===== src/rtl/aww_types_pkg.sv =====
// Arbiter types: FSM states, grant owner and counter limits.
package aww_types_pkg;
  typedef enum logic [1:0] {
    IDLE   = 2'd0,
    IGRANT = 2'd1,
    DGRANT = 2'd2
  } arb_state_t;

  typedef enum logic {
    INSTR = 1'b0,
    DATA  = 1'b1
  } arb_owner_t;

  localparam int ARB_TIMEOUT_MAX = 1023;
  localparam int ARB_CNT_W       = 10;
endpackage


===== src/rtl/cpu_types_pkg.sv =====
// Shared CPU-side types: the RAM word and the RAM status encoding.
package cpu_types_pkg;
  typedef logic [31:0] word_t;

  typedef enum logic [1:0] {
    FREE   = 2'd0,
    BUSY   = 2'd1,
    ACCESS = 2'd2,
    ERROR  = 2'd3
  } ramstate_t;
endpackage


===== src/rtl/arb_timeout.sv =====
// Saturating grant-age counter; expired is high once count reaches LIMIT.
module arb_timeout #(
  parameter int LIMIT = 255,
  parameter int W     = 8
) (
  input  logic         CLK,
  input  logic         RST,
  input  logic         clr,
  input  logic         en,
  output logic [W-1:0] count,
  output logic         expired
);
  assign expired = (count == W'(LIMIT));

  always_ff @(posedge CLK) begin
    if (RST || clr) begin
      count <= '0;
    end else if (en && !expired) begin
      count <= count + W'(1);
    end
  end
endmodule


===== src/rtl/mem_arbiter.sv =====
// mem_arbiter: single-word RAM arbiter between the icache miss path and the dcache.
// Define ARB_ROUNDROBIN_EN to alternate the winner on simultaneous requests.
module mem_arbiter
  import cpu_types_pkg::*;
  import aww_types_pkg::*;
#(
  parameter int TIMEOUT_CYCLES = 255
) (
  input  logic                 CLK,
  input  logic                 RST,
  input  logic                 iREN,
  input  word_t                iaddr,
  output logic                 iwait,
  output word_t                iload,
  input  logic                 dREN,
  input  logic                 dWEN,
  input  word_t                daddr,
  input  word_t                dstore,
  output logic                 dwait,
  output word_t                dload,
  output logic                 ramREN,
  output logic                 ramWEN,
  output word_t                ramaddr,
  output word_t                ramstore,
  input  word_t                ramload,
  input  ramstate_t            ramstate,
  output logic                 err,
  output arb_state_t           dbg_state,
  output logic [ARB_CNT_W-1:0] dbg_count
);
  localparam int CW = $clog2(TIMEOUT_CYCLES + 1);

  arb_state_t    state;
  logic [CW-1:0] count;
  logic          expired;
  logic          dreq;
  logic          granted;
  logic          fault;
  logic          complete;
  logic          pick_d;

  assign dreq     = dREN | dWEN;
  assign fault    = (ramstate == ERROR) | expired;
  assign complete = (state != IDLE) & ((ramstate == ACCESS) | fault);
  assign granted  = (state == IGRANT) ? iREN : dreq;

  // Waits stay high for any request while reset is held.
  assign iwait = iREN & ~(~RST & (state == IGRANT) & complete);
  assign dwait = dreq & ~(~RST & (state == DGRANT) & complete);

  assign iload     = ramload;
  assign dload     = ramload;
  assign dbg_state = state;
  assign dbg_count = ARB_CNT_W'(count);

`ifdef ARB_ROUNDROBIN_EN
  arb_owner_t last_grant;

  // Withdrawals leave the history untouched; only completed grants count.
  always_ff @(posedge CLK) begin
    if (RST) begin
      last_grant <= INSTR;
    end else if (complete) begin
      last_grant <= (state == DGRANT) ? DATA : INSTR;
    end
  end

  assign pick_d = dreq & (~iREN | (last_grant == INSTR));
`else
  assign pick_d = dreq;
`endif

  arb_timeout #(
    .LIMIT(TIMEOUT_CYCLES),
    .W    (CW)
  ) u_timeout (
    .CLK    (CLK),
    .RST    (RST),
    .clr    (state == IDLE),
    .en     ((state != IDLE) & ~complete),
    .count  (count),
    .expired(expired)
  );

  // RAM controls are latched on grant entry so they stay stable until exit.
  always_ff @(posedge CLK) begin
    if (RST) begin
      state    <= IDLE;
      err      <= 1'b0;
      ramREN   <= 1'b0;
      ramWEN   <= 1'b0;
      ramaddr  <= '0;
      ramstore <= '0;
    end else begin
      err <= err | (complete & fault);
      case (state)
        IDLE: begin
          if (pick_d) begin
            state    <= DGRANT;
            ramREN   <= ~dWEN;
            ramWEN   <= dWEN;
            ramaddr  <= daddr;
            ramstore <= dWEN ? dstore : '0;
          end else if (iREN) begin
            state   <= IGRANT;
            ramREN  <= 1'b1;
            ramaddr <= iaddr;
          end
        end
        default: begin
          if (complete || !granted) begin
            state    <= IDLE;
            ramREN   <= 1'b0;
            ramWEN   <= 1'b0;
            ramaddr  <= '0;
            ramstore <= '0;
          end
        end
      endcase
    end
  end
endmodule


===== config.mk =====
export PLATFORM = sky130hd
export DESIGN_NAME = mem_arbiter
export DESIGN_NICKNAME = d
export VERILOG_FILES = /design/src/rtl/aww_types_pkg.sv /design/src/rtl/cpu_types_pkg.sv /design/src/rtl/arb_timeout.sv /design/src/rtl/mem_arbiter.sv
export SDC_FILE = /design/constraint.sdc
export NUM_CORES = 1
export LEC_CHECK = 0
export CELL_PAD_IN_SITES_DETAIL_PLACEMENT = 0
export CELL_PAD_IN_SITES_GLOBAL_PLACEMENT = 1
export CORE_MARGIN = 3
export CORE_UTILIZATION = 22
export CTS_BUF_LIST = sky130_fd_sc_hd__clkbuf_8
export DETAILED_ROUTE_END_ITERATION = 7
export PLACE_DENSITY = 0.77
export SLEW_MARGIN = 40
export SYNTH_ARGS = -nofsm -noshare
export SYNTH_HDL_FRONTEND = slang
export SYNTH_SLANG_ARGS = --single-unit

===== constraint.sdc =====
create_clock -name CLK -period 1.9 [get_ports CLK]
set_input_delay 0.57 -clock CLK [delete_from_list [all_inputs] [get_ports CLK]]
set_output_delay 0.57 -clock CLK [all_outputs]
set_load 0.02 [all_outputs]

After elaboration in Yosys (flattened, before gate mapping) --
Cells that the tools add are included.
Storage, ports and cells: register bits 77, input port bits 135, logic and storage cells 61
Operators by class: add/sub/neg operators 1, equal/unequal tests 7, mux-type cells 18, bitwise operators 18, reduce and logical (&&, ||, !) cells 10
Operator list (count):
- two-way mux 32 bit | 7
- AND 1 bit | 9
- adder 8 x 1 -> 8 bit (second input constant) | 1
- equality test 8 bit (second input constant) | 1
- two-way mux 2 bit | 4
- two-way mux 1 bit | 7
- equality test 2 bit (second input constant) | 3
- NOT 1 bit | 5
- bitwise OR 1 bit | 4
- AND reduction 2 bit | 2
- nonzero test 2 bit | 2
- inequality test 3 bit (second input constant) | 1
- equality test 2 x 1 -> 1 bit (second input constant) | 1
- logical NOT 1 bit | 2
- logical NOT 2 bit | 1
- logical OR 1 bit | 2
- inequality test 2 bit (second input constant) | 1
- logical AND 1 bit | 1

Depth between registers and ports, before layout --
Gate-level depths: netlist of run 1.
depth in word-level cells 7, depth in mapped cells 8, depth with buffers taken out 5

By module --
Synthesis of run 1 repeated with hierarchy kept, for this count alone.
Unflattened totals: cell total of the unflattened synthesis 405, area total of the unflattened synthesis 3666.0 um2
Modules (own cells, without submodules):
- mem_arbiter | times used 1, cells each 356, area an instance 3240.6 um2
- arb_timeout | times used 1, cells each 49, area an instance 425.4 um2

Worst setup path after synthesis of run 1 --
No wires, ideal clock.
path kind register to output, start point register u_timeout.count[0], end point output dwait, data arrival time 1.612 ns, required time 1.330 ns, slack -0.282 ns, cell stages (with the launch flop) 6, buffers on the path 0, cell sequence dfxtp_1 -> ha_1 -> and3_1 -> a21oi_1 -> nor2_1 -> a31oi_1
Between the ends: word-level cells in the longest chain between the ends 7
RTL lines:
- from (decl) | RTL line arb_timeout.sv:10 | output logic [W-1:0] count,
- from (signal assigned) | RTL line arb_timeout.sv:19 | count <= count + W'(1);
- equality test 8 bit | RTL line arb_timeout.sv:13 | assign expired = (count == W'(LIMIT));
- bitwise OR 1 bit | RTL line mem_arbiter.sv:43 | assign fault = (ramstate == ERROR) | expired;
- bitwise OR 1 bit | RTL line mem_arbiter.sv:44 | assign complete = (state != IDLE) & ((ramstate == ACCESS) | fault);
- AND 1 bit | RTL line mem_arbiter.sv:44
- AND 1 bit | RTL line mem_arbiter.sv:49 | assign dwait = dreq & ~(~RST & (state == DGRANT) & complete);
- NOT 1 bit | RTL line mem_arbiter.sv:49
- AND 1 bit | RTL line mem_arbiter.sv:49
- to (decl) | RTL line mem_arbiter.sv:19 | output logic dwait,
No other way between the ends.

Worst setup path in the final report of run 1 --
start point register u_timeout.count[1], end point output iwait
Between the ends: word-level cells in the longest chain between the ends 7
RTL lines:
- equality test 8 bit | RTL line arb_timeout.sv:13
- bitwise OR 1 bit | RTL line mem_arbiter.sv:43
- bitwise OR 1 bit | RTL line mem_arbiter.sv:44
- AND 1 bit | RTL line mem_arbiter.sv:44
- AND 1 bit | RTL line mem_arbiter.sv:48 | assign iwait = iREN & ~(~RST & (state == IGRANT) & complete);
- NOT 1 bit | RTL line mem_arbiter.sv:48
- AND 1 bit | RTL line mem_arbiter.sv:48
- to (decl) | RTL line mem_arbiter.sv:13 | output logic iwait,
No other way between the ends.

==> flow_metrics.py, run 1 <==
metrics = {
    "outcome": {
        "status": "finished with violations",
        "violations": "setup timing",
    },
    "yosys": {
        "yosys_warnings": 0,
        "netlist_area_mm2": 0.00372,
        "synth.top_cells.by_count": "77 x dfxtp_1, 66 x buf_4, 41 x a21oi_1",
        "synth_ff_type": "dfxtp_1",
        "synth-edff-count": 0,
        "ys_ff_latch": 77,
        "synth_area_leaders": "dfxtp_1 41%, buf_4 13%, a211oi_2 9.8%, a22o_1 7.5%, a22oi_1 6.5%",
        "synth_top_area_frac": 0.415,
        "synth_cells": 369,
        "synthMostInstantiatedCell": "dfxtp_1",
        "yosys.area.top_type": "dfxtp_1",
        "synthArstFlopShare": 0,
        "ys_types": 44,
        "yosysSeqAreaShare": 0.415,
        "syn_area_per_cell_um2": 10.1,
    },
    "finish": {
        "syn_to_final_growth_pct": 57.6,
        "n_antenna_cell": 0,
        "drive_above_1_share": 0.224,
        "final_util": 0.361,
        "final_nets": 645,
    },
    "routing": {
        "detail-route-antenna-nets": 0,
        "vias": 3361,
        "firstDrtPassIters": 4,
        "wl_um": 13100,
        "viasPerCell": 4.60,
        "wl_per_cell_um": 17.9,
        "first_iter_violations": 125,
        "drc": 0,
    },
    "critical_path": {
        "critical_path.max_fanout": 3,
        "cpMaxStageDelayCell": "dfxtp_2",
        "path_buf_inv": 1,
        "critPathLaunchType": "flip-flop",
        "cpLargestDelayFamily": "compound AO/OA/AOI/OAI gates",
        "slowest_delay_ns": 0.36,
        "critical_path_class": "reg2out",
        "required_ns": 1.33,
        "endpoint_kind": "primary output",
        "path_cells": "ha_4 -> and3_4 -> a21oi_4 -> o41a_1 -> buf_6",
        "critPathArrivalTime_ns": 1.59,
    },
    "clocking": {
        "cts_tree": "built",
        "ctsHoldBuffers": 0,
        "cts_buffers": 9,
        "cts.path.max_buffers": 2,
        "cts_sinks": 77,
        "clkTransAtPathRegs_ns": 0.09,
        "clock_latency_ns": 0.36,
        "htree_num_levels": 3,
        "root_buffer": "clkbuf_8",
    },
    "global_routing": {
        "grt_pass1_wl_um": 18100,
        "grt_pass1_vias": 3378,
        "met3_usage": 0.0503,
        "grt_overflow": 0,
        "busiest_layer": "met2",
        "grt_usage": 0.127,
        "grt_use_met1": 0.133,
        "grt_antenna_before_repair": 0,
        "grt_use_met2": 0.227,
        "grt_max_degree": 40,
    },
    "placement": {
        "io_buffer_count": 181,
        "post-place-ws_ns": -0.797,
        "dp.final_hpwl_um": 9180,
        "gp_congestion": 0.763,
    },
    "floorplan": {
        "core_area_mm2": 0.0162,
        "boundaryPins": 280,
        "dieWidth_um": 136,
        "die_h_um": 136,
        "start_util": 0.229,
        "dieArea_mm2": 0.0185,
        "fp-row-count": 46,
    },
    "pwr": {
        "leakagePower_nw": 2.47,
        "ir_drop_mv": 0.311,
        "p_sw_frac": 0.309,
        "combPwrFrac": 0.266,
        "powerDensity_mw_per_mm2": 724,
        "p_sw_mw": 1.31,
        "power.internal_mw": 2.93,
        "p_seq_frac": 0.423,
        "clockPowerShare": 0.311,
    },
    "timing": {
        "whs_ns": 0.471,
        "max_slew_margin": 0.548,
        "finalHoldViolCount": 0,
        "fin_worst_skew_ns": 0.00965,
        "final.setup.worst_slack_ns": -0.255,
        "tightestPinTransition_ns": 0.679,
        "fin_tns_setup_ns": -4.38,
        "min_period_ns": 2.16,
        "setup_viol": 68,
        "fmax_ghz": 0.464,
        "maxSlewViolCount": 0,
        "fin_crit_sh": 1.13,
        "grt_setup_unrepaired": "true",
    },
    "flow_run": {
        "max_cap_viol_count": 0,
    },
    "hold_path": {
        "hold_path.class": "reg2reg",
    },
}
==> cells in the final DEF (no fill, tap or decap), drive strengths merged, types with 3 or more instances in the layout <==
cell type,n
nand2,4
o21ai,7
a211oi,33
a22o,32
a21oi,42
nand2b,4
inv,7
nor2,6
or3,5
nand3,3
buf,41
dlygate4sd2,79
clkbuf,14
clkdlybuf4s50,97
a22oi,32
dfxtp,77
==> routing by layer <==
metal / share of wire / vias up / wire [um]
met2: 0.52 / 190 / 6830
li1: - / 1588 / -
met4: 0.012 / 0 / 157
met3: 0.098 / 10 / 1280
met5: 0 / - / 0
met1: 0.37 / 1573 / 4810
==> worst register-to-register path, cell delays in order (launching register included) <==
cell and delay (ns):
dfxtp_2 0.35, ha_4 0.16, and3_4 0.16, buf_4 0.13, buf_6 0.10, a221o_1 0.42, and2_4 0.23, buf_12 0.16
a211oi_2 0.21
==> cell families (layout without fill, tap and decap cells) <==
kind of cell / after synthesis / in the layout / synth area share
AOI/OAI and AO/OA: 154 / 154 / 0.334
xor gates and xnor gates: 1 / 1 / 0.00236
adders and majority gates: 1 / 1 / 0.00337
buffers and inverters: 100 / 244 / 0.184
DFF: 77 / 77 / 0.415
other: 1 / 2 / 0.00101
and+or+nand+nor: 35 / 35 / 0.0609
==> power by group through the flow <==
stage	sequential [mW]	combinational, mW	clock, mW
2_1_floorplan	1.98	0.583	0
3_3_place_gp	1.83	1.11	0
3_5_place_dp	1.83	1.13	0
4_1_cts	1.79	1.06	1.40
5_1_grt	1.81	1.20	1.45
6_report	1.79	1.13	1.32
==> flip-flops by register name (all words and copies together) (netlist names) <==
signal,count
ramaddr,32
ramstore,32
u_timeout.count,8
dbg_state,2
err,1
ramREN,1
ramWEN,1
==> per-stage QoR <==
step | total power [mW] | area (um^2) | std cells
after floorplan | 2.56 | 3740 | 370
after detailed placement | 2.96 | 5450 | 703
after global placement | 2.94 | 5450 | 703
after global routing | 4.46 | 5860 | 730
after CTS | 4.25 | 5610 | 719
final | 4.24 | 5860 | 730
==> final cells by class <==
type	instances	area [um^2]
clock buffer	9	124
inverter	4	15.0
clock inverter	7	81.3
tap	216	270
multi-input combinational	193	1590
fill	1628	10400
sequential	77	1540
timing repair buffer	224	2240
==> repair_timing <==
item / CTS / global route
gates cloned: 0 / 8
endpoints found under the setup margin: 146 / 72
endpoints found under the hold margin: 0 / 0
resized for setup: 100 / 16
pin swaps: 5 / 40
setup buffers: 0 / 3
==> path summary, 6_finish.rpt <==
path                            from           to  slack (ns)  cells past startpoint
setup / recovery  u_timeout.count[1]        iwait       -0.26                      5
hold / removal                ramREN       ramREN        0.47                      2
setup reg to reg  u_timeout.count[1]  ramaddr[17]       -0.11                      8
hold reg to reg               ramREN       ramREN        0.47                      2
Note: power is estimated with default switching activity, not from simulation.
==> run 2, diff against run 1 <==
Settings changed: ABC_AREA set to 1, CORE_UTILIZATION 22 to 21, PLACE_DENSITY 0.77 to 0.76.
==> run 2 against run 1 <==
  * The run still ends with setup timing left
  * Critical path depth rose by 3
  * Clock skew rose by 0.0025 ns
  * Synthesized cell count rose by 51%
  * Clock power barely moved
  * Critical endpoint unchanged
  * Largest power group unchanged
==> flow_metrics.py, run 2 <==
metrics = {
    "global_routing": {
        "grt_pass1_wl_um": 19000,
        "grt_overflow": 0,
        "grt_pass1_vias": 3709,
        "grt_antenna_before_repair": 0,
        "met3_usage": 0.0339,
        "grt_max_degree": 91,
        "grt_use_met2": 0.197,
        "busiest_layer": "met2",
        "grt_usage": 0.117,
        "grt_use_met1": 0.136,
    },
    "floorplan": {
        "boundaryPins": 280,
        "die_h_um": 144,
        "start_util": 0.218,
        "core_area_mm2": 0.0183,
        "dieArea_mm2": 0.0207,
        "dieWidth_um": 144,
        "fp-row-count": 49,
    },
    "timing": {
        "fin_worst_skew_ns": 0.0121,
        "final.setup.worst_slack_ns": -0.284,
        "setup_viol": 2,
        "maxSlewViolCount": 0,
        "max_slew_margin": 0.550,
        "fin_crit_sh": 1.15,
        "min_period_ns": 2.18,
        "fmax_ghz": 0.458,
        "tightestPinTransition_ns": 0.674,
        "finalHoldViolCount": 0,
        "whs_ns": 0.443,
        "grt_setup_unrepaired": "true",
        "fin_tns_setup_ns": -0.486,
    },
    "clocking": {
        "htree_num_levels": 3,
        "clkTransAtPathRegs_ns": 0.09,
        "cts_tree": "built",
        "cts_sinks": 77,
        "clock_latency_ns": 0.37,
        "ctsHoldBuffers": 0,
        "cts.path.max_buffers": 2,
        "cts_buffers": 9,
        "root_buffer": "clkbuf_8",
    },
    "routing": {
        "wl_per_cell_um": 13.4,
        "detail-route-antenna-nets": 0,
        "firstDrtPassIters": 4,
        "first_iter_violations": 132,
        "viasPerCell": 4.12,
        "wl_um": 12500,
        "drc": 0,
        "vias": 3849,
    },
    "yosys": {
        "synth_cells": 557,
        "synth_ff_type": "dfxtp_1",
        "synth-edff-count": 0,
        "synth.top_cells.by_count": "164 x nand2_1, 77 x dfxtp_1, 66 x buf_4",
        "synth_top_area_frac": 0.387,
        "yosys_warnings": 0,
        "synth_area_leaders": "dfxtp_1 39%, nand2_1 15%, buf_4 12%, nor2_1 5.7%, nand3_1 4.6%",
        "yosysSeqAreaShare": 0.387,
        "ys_ff_latch": 77,
        "netlist_area_mm2": 0.00398,
        "ys_types": 31,
        "yosys.area.top_type": "dfxtp_1",
        "syn_area_per_cell_um2": 7.15,
        "synthArstFlopShare": 0,
        "synthMostInstantiatedCell": "nand2_1",
    },
    "critical_path": {
        "endpoint_kind": "primary output",
        "required_ns": 1.33,
        "critPathLaunchType": "flip-flop",
        "critical_path.max_fanout": 2,
        "critical_path_class": "reg2out",
        "critPathArrivalTime_ns": 1.61,
        "ff2ff_path_depth": 13,
    },
    "pwr": {
        "ir_drop_mv": 0.390,
        "leakagePower_nw": 2.86,
        "power_mw": 4.91,
        "powerDensity_mw_per_mm2": 809,
    },
    "placement": {
        "io_buffer_count": 181,
        "dp.final_hpwl_um": 8730,
        "post-place-ws_ns": -0.729,
        "placed_cell_area_mm2": 0.00583,
        "gp_congestion": 0.725,
        "dp.cells": 914,
    },
    "finish": {
        "final_util": 0.332,
        "mostFrequentLayoutCell": "nand2_1",
        "syn_to_final_growth_pct": 52.3,
        "drive_above_1_share": 0.132,
        "finalNonFillerCells": 934,
        "final_nets": 836,
        "final_cell_mix": "162 x nand2_1, 100 x clkdlybuf4s50_1, 77 x dlygate4sd2_1, 75 x dfxtp_1, 57 x nor2_1",
        "finish.instance_area_mm2": 0.00606,
        "reg_top3": "ramaddr (32), ramstore (32), u_timeout.count (8)",
        "n_antenna_cell": 0,
        "final.fill_count": 2009,
    },
    "outcome": {
        "violations": "setup timing",
        "status": "finished with violations",
    },
    "flow_run": {
        "max_cap_viol_count": 0,
    },
    "hold_path": {
        "holdPathStages": 2,
        "hold_path.class": "reg2reg",
    },
}
==> run 2: cell types whose count changed in the layout (fill, tap and decap cells not counted), sizes merged, moves of 15 or more <==
cell,delta
nor2,+60
o21ai,+17
nand3,+36
a22o,-32
a211oi,-32
nand3b,+16
a22oi,-15
nand2,+167
a21oi,-17
==> run 2: cell families after synthesis <==
family	after synthesis	synth area share
AND/OR/NAND/NOR	296	0.324
AO/OA/AOI/OAI	69	0.100
XOR/XNOR	1	0.00220
buffers and inverters	112	0.183
flip-flops	77	0.387
other	1	0.000942
adder cells (fa/ha/maj)	1	0.00314
==> run 2: per-layer routing <==
metal  vias to the layer above  share of wire
met2                       115           0.49
met4                         0          0.022
li1                       2008              -
met5                         -              0
met1                      1702           0.42
met3                        24          0.070
==> run 2: cell type report <==
class | count | area, um^2 | share of cell area
Timing Repair Buffer | 226 | 2180 | 0.359
Multi-Input combinational cell | 370 | 1790 | 0.295
Sequential cell | 77 | 1540 | 0.255
Tap cell | 229 | 287 | 0.0472
Inverter | 16 | 60.1 | 0.00990
Clock inverter | 7 | 81.3 | 0.0134
Clock buffer | 9 | 124 | 0.0204
==> run 2: power breakdown <==
part	switching (mW)	internal, mW
Sequential	0.0825	1.79
Combinational	0.934	0.765
Clock	0.708	0.623
Total	1.73	3.18
==> run 2: worst paths after layout <==
path	from	to	slack [ns]
worst max-delay path	u_timeout.count[1]	iwait	-0.28
worst min-delay path	ramstore[2]	ramstore[2]	0.44
worst max register to register	u_timeout.count[1]	ramaddr[14]	0.19
worst min register to register	ramstore[2]	ramstore[2]	0.44
==> run 2: worst max-delay path: stages (launching register included) <==
cell and delay [ns]:
dfxtp_2 0.36, ha_4 0.15, nand2_4 0.06, nor2_4 0.10, nand2_2 0.07, nand2_2 0.08, inv_1 0.05, o31a_1 0.25
buf_6 0.14
==> run 2: what timing repair did <==
item                       4_1_cts  5_1_grt
buffers inserted                 1        2
resized for setup               97        7
pin swaps                        3        4
cloned                           0        1
setup endpoints to repair       80       31
